===== src/rtl/morse_msg_sequencer_if.sv =====
// Message-buffer and playback signals of the morse message sequencer.
// Master drives writes/controls, slave is the sequencer itself.
interface morse_msg_sequencer_if #(
  parameter int DEPTH = 16
);
  localparam int CW = $clog2(DEPTH) + 1;

  logic          unit_tick_i;
  logic          wr_en_i;
  logic [1:0]    wr_sym_i;
  logic          clr_i;
  logic          play_i;
  logic          repeat_i;
  logic          abort_i;
  logic          live_key_i;
  logic          key_o;
  logic          busy_o;
  logic          done_o;
  logic          full_o;
  logic [CW-1:0] count_o;

  modport master (
    output unit_tick_i, wr_en_i, wr_sym_i, clr_i, play_i, repeat_i, abort_i, live_key_i,
    input  key_o, busy_o, done_o, full_o, count_o
  );

  modport slave (
    input  unit_tick_i, wr_en_i, wr_sym_i, clr_i, play_i, repeat_i, abort_i, live_key_i,
    output key_o, busy_o, done_o, full_o, count_o
  );
endinterface


===== src/rtl/morse_msg_sequencer.sv =====
// Stored-message morse player: buffers dit/dah/gap symbols and keys them out
// on unit ticks, handing the key line back to the live keyer whenever idle.
//
// state | meaning
// IDLE  | buffer writable, key_o follows live_key_i
// LOAD  | one cycle, decode mem[rd_ptr] into MARK/SPACE and unit count
// MARK  | key down, counting units
// SPACE | key up, counting units (inter-element or symbol gap)
// DONE  | one-cycle completion pulse
module morse_msg_sequencer #(
  parameter int DEPTH = 16
) (
  input  logic                  clk_i,
  input  logic                  rstn_i,
  morse_msg_sequencer_if.slave  bus
);
  localparam int AW = $clog2(DEPTH);
  localparam int CW = AW + 1;

  typedef enum logic [2:0] {
    IDLE  = 3'd0,
    LOAD  = 3'd1,
    MARK  = 3'd2,
    SPACE = 3'd3,
    DONE  = 3'd4
  } state_t;

  state_t        state_q, state_d;
  logic [CW-1:0] count_q, count_d;
  logic [AW-1:0] rd_ptr_q, rd_ptr_d;
  logic [2:0]    units_q, units_d;
  logic [1:0]    mem [DEPTH];
  logic          wr_ok;
  logic          full;
  logic          at_end;
  logic [1:0]    sym_rd;

  assign full   = (count_q == CW'(DEPTH));
  assign at_end = ({1'b0, rd_ptr_q} == (count_q - CW'(1)));
  assign sym_rd = mem[rd_ptr_q];

  always_ff @(posedge clk_i or negedge rstn_i) begin
    if (!rstn_i) begin
      state_q  <= IDLE;
      count_q  <= '0;
      rd_ptr_q <= '0;
      units_q  <= '0;
    end else begin
      state_q  <= state_d;
      count_q  <= count_d;
      rd_ptr_q <= rd_ptr_d;
      units_q  <= units_d;
    end
  end

  // Buffer contents survive reset; count_q==0 makes them unreachable anyway.
  always_ff @(posedge clk_i) begin
    if (wr_ok) begin
      mem[count_q[AW-1:0]] <= bus.wr_sym_i;
    end
  end

  always_comb begin
    state_d  = state_q;
    count_d  = count_q;
    rd_ptr_d = rd_ptr_q;
    units_d  = units_q;
    wr_ok    = 1'b0;

    if (bus.clr_i) begin
      state_d  = IDLE;
      count_d  = '0;
      rd_ptr_d = '0;
      units_d  = '0;
    end else if (bus.abort_i && (state_q != IDLE)) begin
      state_d = IDLE;
      units_d = '0;
    end else begin
      case (state_q)
        IDLE: begin
          if (bus.wr_en_i && !full) begin
            wr_ok   = 1'b1;
            count_d = count_q + CW'(1);
          end
          if (bus.play_i && (count_q != '0)) begin
            state_d  = LOAD;
            rd_ptr_d = '0;
          end
        end
        LOAD: begin
          case (sym_rd)
            2'b00:   begin state_d = MARK;  units_d = 3'd1; end
            2'b01:   begin state_d = MARK;  units_d = 3'd3; end
            2'b10:   begin state_d = SPACE; units_d = 3'd2; end
            default: begin state_d = SPACE; units_d = 3'd6; end
          endcase
        end
        MARK: begin
          if (bus.unit_tick_i) begin
            if (units_q == 3'd1) begin
              state_d = SPACE;
              units_d = 3'd1;
            end else begin
              units_d = units_q - 3'd1;
            end
          end
        end
        SPACE: begin
          if (bus.unit_tick_i) begin
            if (units_q == 3'd1) begin
              // repeat_i is only consulted here, at the end of a pass
              if (at_end) begin
                if (bus.repeat_i) begin
                  state_d  = LOAD;
                  rd_ptr_d = '0;
                end else begin
                  state_d = DONE;
                end
              end else begin
                state_d  = LOAD;
                rd_ptr_d = rd_ptr_q + AW'(1);
              end
              units_d = '0;
            end else begin
              units_d = units_q - 3'd1;
            end
          end
        end
        DONE:    state_d = IDLE;
        default: state_d = IDLE;
      endcase
    end
  end

  assign bus.busy_o  = (state_q == LOAD) || (state_q == MARK) || (state_q == SPACE);
  assign bus.done_o  = (state_q == DONE) && !bus.clr_i;
  assign bus.full_o  = full;
  assign bus.count_o = count_q;
  assign bus.key_o   = (state_q == MARK) ? 1'b1 :
                       (state_q == IDLE) ? bus.live_key_i : 1'b0;
endmodule


===== src/flat_wrapper.sv =====
// flat-port wrapper written by rule: the top's interface ports become plain ports
module morse_msg_sequencer_flat 
#(
  parameter int DEPTH = 16
)
  (clk_i, rstn_i, bus_unit_tick_i, bus_wr_en_i, bus_wr_sym_i, bus_clr_i, bus_play_i, bus_repeat_i, bus_abort_i, bus_live_key_i, bus_key_o, bus_busy_o, bus_done_o, bus_full_o, bus_count_o);
  morse_msg_sequencer_if #(.DEPTH(DEPTH)) bus_i ();
  input  logic clk_i;
  input  logic rstn_i;
  input wire logic [$bits(bus_i.unit_tick_i)-1:0] bus_unit_tick_i;
  input wire logic [$bits(bus_i.wr_en_i)-1:0] bus_wr_en_i;
  input wire logic [$bits(bus_i.wr_sym_i)-1:0] bus_wr_sym_i;
  input wire logic [$bits(bus_i.clr_i)-1:0] bus_clr_i;
  input wire logic [$bits(bus_i.play_i)-1:0] bus_play_i;
  input wire logic [$bits(bus_i.repeat_i)-1:0] bus_repeat_i;
  input wire logic [$bits(bus_i.abort_i)-1:0] bus_abort_i;
  input wire logic [$bits(bus_i.live_key_i)-1:0] bus_live_key_i;
  output wire logic [$bits(bus_i.key_o)-1:0] bus_key_o;
  output wire logic [$bits(bus_i.busy_o)-1:0] bus_busy_o;
  output wire logic [$bits(bus_i.done_o)-1:0] bus_done_o;
  output wire logic [$bits(bus_i.full_o)-1:0] bus_full_o;
  output wire logic [$bits(bus_i.count_o)-1:0] bus_count_o;
  assign bus_i.unit_tick_i = bus_unit_tick_i;
  assign bus_i.wr_en_i = bus_wr_en_i;
  assign bus_i.wr_sym_i = bus_wr_sym_i;
  assign bus_i.clr_i = bus_clr_i;
  assign bus_i.play_i = bus_play_i;
  assign bus_i.repeat_i = bus_repeat_i;
  assign bus_i.abort_i = bus_abort_i;
  assign bus_i.live_key_i = bus_live_key_i;
  assign bus_key_o = bus_i.key_o;
  assign bus_busy_o = bus_i.busy_o;
  assign bus_done_o = bus_i.done_o;
  assign bus_full_o = bus_i.full_o;
  assign bus_count_o = bus_i.count_o;
  morse_msg_sequencer #(.DEPTH(DEPTH)) u_core (.clk_i(clk_i), .rstn_i(rstn_i), .bus(bus_i));
endmodule

===== config.mk =====
export PLATFORM = sky130hd
export DESIGN_NAME = morse_msg_sequencer_flat
export DESIGN_NICKNAME = d
export VERILOG_FILES = /design/src/rtl/morse_msg_sequencer_if.sv /design/src/rtl/morse_msg_sequencer.sv /design/src/flat_wrapper.sv
export SDC_FILE = /design/constraint.sdc
export NUM_CORES = 1
export LEC_CHECK = 0
export BUFFER_PORTS_ARGS = -buffer_cell sky130_fd_sc_hd__buf_2
export CORE_MARGIN = 5
export CORE_UTILIZATION = 62
export CTS_BUF_LIST = sky130_fd_sc_hd__clkbuf_4 sky130_fd_sc_hd__clkbuf_8
export DETAILED_ROUTE_END_ITERATION = 8
export PLACE_DENSITY = 0.94
export SETUP_SLACK_MARGIN = 0.05
export SLEW_MARGIN = 10
export SYNTH_ARGS = -nofsm -noshare
export SYNTH_HDL_FRONTEND = slang
export SYNTH_SLANG_ARGS = --single-unit

===== constraint.sdc =====
create_clock -name clk_i -period 2.5 [get_ports clk_i]
set_input_delay 0.25 -clock clk_i [delete_from_list [all_inputs] [get_ports clk_i]]
set_output_delay 0.25 -clock clk_i [all_outputs]
set_load 0.05 [all_outputs]

==> results.py <==
metrics = {
    "grt": {
        "antenna_found_initial": 0,
        "grt_pass1_wl_um": 8562,
        "gr-total-overflow": 0,
        "grt_use_total": 0.2113,
        "grt_pass1_vias": 1761,
        "grt_max_degree": 17,
    },
    "layout": {
        "area.sequential_sq_um": 1338,
        "antenna_cells": 0,
        "multi_input_area_sq_um": 1099,
        "n_fill_cell": 272,
        "fin_nets": 265,
        "area_delta_synth_final_pct": 10.88,
        "design_area_sq_um": 2791,
        "drive_above_1_share": 0.1700,
    },
    "critical_path": {
        "reg2reg_to": "u_core.rd_ptr_q[1]",
        "end_kind": "flip-flop",
        "worst-r2r-setup-slack_ns": 0.22,
        "path_class": "reg -> reg",
        "arrival_ns": 2.47,
        "cp.required_ns": 2.69,
        "cp_max_fo": 7,
        "worst_r2r_path_depth": 7,
        "r2r_start": "u_core.bus.count_o[1]",
        "startpoint_type": "flip-flop",
    },
    "synth": {
        "synthCells": 223,
        "synthTopCellsByArea": "edfxtp_1 38%, dfrtp_1 15%, mux2i_1 6.0%, nor2_1 4.9%, ha_1 4.0%",
        "synth_fp_nets": 242,
        "synth_warnings": 0,
        "synth_top_cell_area_share": 0.3817,
        "synth_edf_count": 32,
        "async_flop_share": 0.3191,
        "syn-cell-area_sq_um": 2517,
        "syn_avg_cell_area_sq_um": 11.29,
        "synthFlopType": "edfxtp_1",
        "synth_common_cells": "33 x nor2_1, 32 x edfxtp_1, 15 x dfrtp_1, 15 x mux2i_1, 12 x nand2_1",
        "yosysUniqueCellTypes": 52,
        "seq_area_frac_synth": 0.5308,
        "yosysTopAreaCell": "edfxtp_1",
        "yosys.cell_count.top_type": "nor2_1",
        "ys_ff_latch": 47,
    },
    "power": {
        "combPwrFrac": 0.223,
        "ir_drop_mv": 0.6051,
        "p_int_mw": 1.310,
        "seq_power_share": 0.474,
        "swShare": 0.2970,
        "switchingPower_mw": 0.5533,
        "pwr-share-clk": 0.303,
        "power_density_nw_per_um2": 667.4,
        "p_leak_nw": 1.051,
    },
    "clocking": {
        "numClockSinks": 47,
        "cts_tree": "yes",
        "max-clock-path-buffers": 2,
        "numCtsBuffers": 5,
        "cts_root_buf": "clkbuf_8",
        "cts_resized": 0,
        "path_clk_slew_ns": 0.09,
        "htreeDepth": 2,
        "cts_setup_buffers": 0,
        "clock_latency_ns": 0.30,
    },
    "floorplan": {
        "io_pins": 20,
        "chipWidth_um": 73.72,
        "fp.dieArea_sq_um": 5435,
        "fp.dieH_um": 73.72,
        "design.core.area_sq_um": 3971,
        "fp-row-count": 23,
        "start_util": 0.6339,
    },
    "timing": {
        "finalCritPeriodShare": 0.9104,
        "finalHoldViolCount": 0,
        "setup_tns_ns": 0,
        "period_minus_slack_ns": 2.276,
        "tightest_slew_ns": 0.5092,
        "finalMaxSlewViolations": 0,
        "slew_headroom": 0.6606,
        "rsz0062_at_grt": "false",
        "max_freq_mhz": 439.3,
        "worst_hold_slack_ns": 0.3066,
        "fin_skew_ns": 0.005903,
        "setup_viol": 0,
    },
    "route": {
        "via_per_inst": 6.242,
        "drc": 0,
        "wirelength_um": 5307,
        "first_pass_iters": 4,
        "postRouteAntennaNets": 0,
        "dr_total_vias": 1854,
        "wl_per_cell_um": 17.87,
        "drt_iter0_markers": 133,
    },
    "outcome": {
        "status": "completed",
    },
    "min_path": {
        "hold_path.class": "in -> reg",
        "min_to": "u_core.bus.count_o[3]",
        "hold_path_depth": 2,
        "min-delay-start": "bus_clr_i",
    },
    "place": {
        "place_hpwl_um": 3680,
        "io_buffers": 19,
        "post_dp_cell_area_sq_um": 2665,
        "gp_congestion": 0.9239,
    },
    "run": {
        "cap_violations": 0,
    },
}
## power groups by stage
stage	Sequential, mW	Combinational (mW)	Clock, mW
floorplan	0.921	0.279	0
global placement	0.896	0.397	0
detailed placement	0.899	0.409	0
CTS	0.882	0.413	0.571
global route	0.885	0.452	0.606
finish	0.883	0.416	0.564
## layer usage
layer / share of wire / GRT usage / vias to the layer above
met5: 0 / 0 / -
li1: - / - / 870
met4: 0.018 / 0.08853 / 0
met1: 0.42 / 0.2575 / 899
met3: 0.054 / 0.04788 / 13
met2: 0.51 / 0.3593 / 72
## through the flow
step           setup WS (ns)  power (mW)  std cells  utilization
2_1_floorplan        0.06304       1.199        223            -
3_3_place_gp          0.3398       1.293        288       0.6711
3_5_place_dp          0.2484       1.308        288       0.6711
4_1_cts               0.2345       1.866        297       0.7029
5_1_grt              0.07772       1.943        297       0.7029
6_report              0.2239       1.863        297       0.7029
## worst max path at each step
stage	start	endpoint	slack, ns
global route	u_core.bus.count_o[1]	u_core.rd_ptr_q[1]	0.08
finish	u_core.bus.count_o[1]	u_core.rd_ptr_q[1]	0.22
global placement	u_core.bus.count_o[0]	u_core.rd_ptr_q[1]	0.34
detailed placement	u_core.bus.count_o[1]	u_core.rd_ptr_q[1]	0.25
CTS	u_core.bus.count_o[1]	u_core.rd_ptr_q[1]	0.23
floorplan	u_core.bus.count_o[1]	u_core.rd_ptr_q[1]	0.06
## cell families after synthesis
family	after synthesis	synth area share
and+or+nand+nor	88	0.1804
DFF	47	0.5308
AOI/OAI and AO/OA	37	0.1024
muxes	18	0.08349
buffers and inverters	17	0.03529
xor gates and xnor gates	8	0.02783
adders and majority gates	8	0.03976
## layout make-up
class                      count  share of cell area
clock buffer                   5             0.02465
sequential                    47              0.4792
inverter                       7            0.009413
multi-input combinational    159              0.3935
tap                           50             0.02241
timing repair buffer          26             0.05379
clock inverter                 3             0.01703
## worst max-delay path, stage by stage (launching register included)
cell and delay (ns):
dfrtp_1 0.48, inv_1 0.12, ha_1 0.25, xor2_1 0.18, o32ai_1 0.30, o211ai_1 0.17, a311o_1 0.35, mux2_4 0.31
## layout by cell type, fill, tap and decap left out, types with 3 or more instances in the layout
cell / n
o21ai_0: 5
xor2_1: 4
a21oi_1: 8
nor2b_1: 6
nand4_1: 4
inv_1: 7
mux2i_1: 15
buf_4: 6
nor2_1: 33
nand2b_1: 3
buf_2: 19
ha_1: 8
a22oi_1: 3
nand3_1: 3
a221oi_1: 5
nor3_1: 5
o211ai_1: 3
xnor2_1: 4
clkbuf_8: 5
or3_1: 3
edfxtp_1: 32
nand2_1: 12
dfrtp_1: 14
## flip-flops by register name (all words and copies together), names as in the netlist
name                count
u_core.bus.count_o      5
u_core.mem             32
u_core.rd_ptr_q         4
u_core.state_q          3
u_core.units_q          3
## timing repair
action                                 4_1_cts  5_1_grt
setup endpoints to repair                    0        0
endpoints found under the hold margin       15        0
hold buffers                                 1        0
Note: power is estimated with default switching activity, not from simulation.
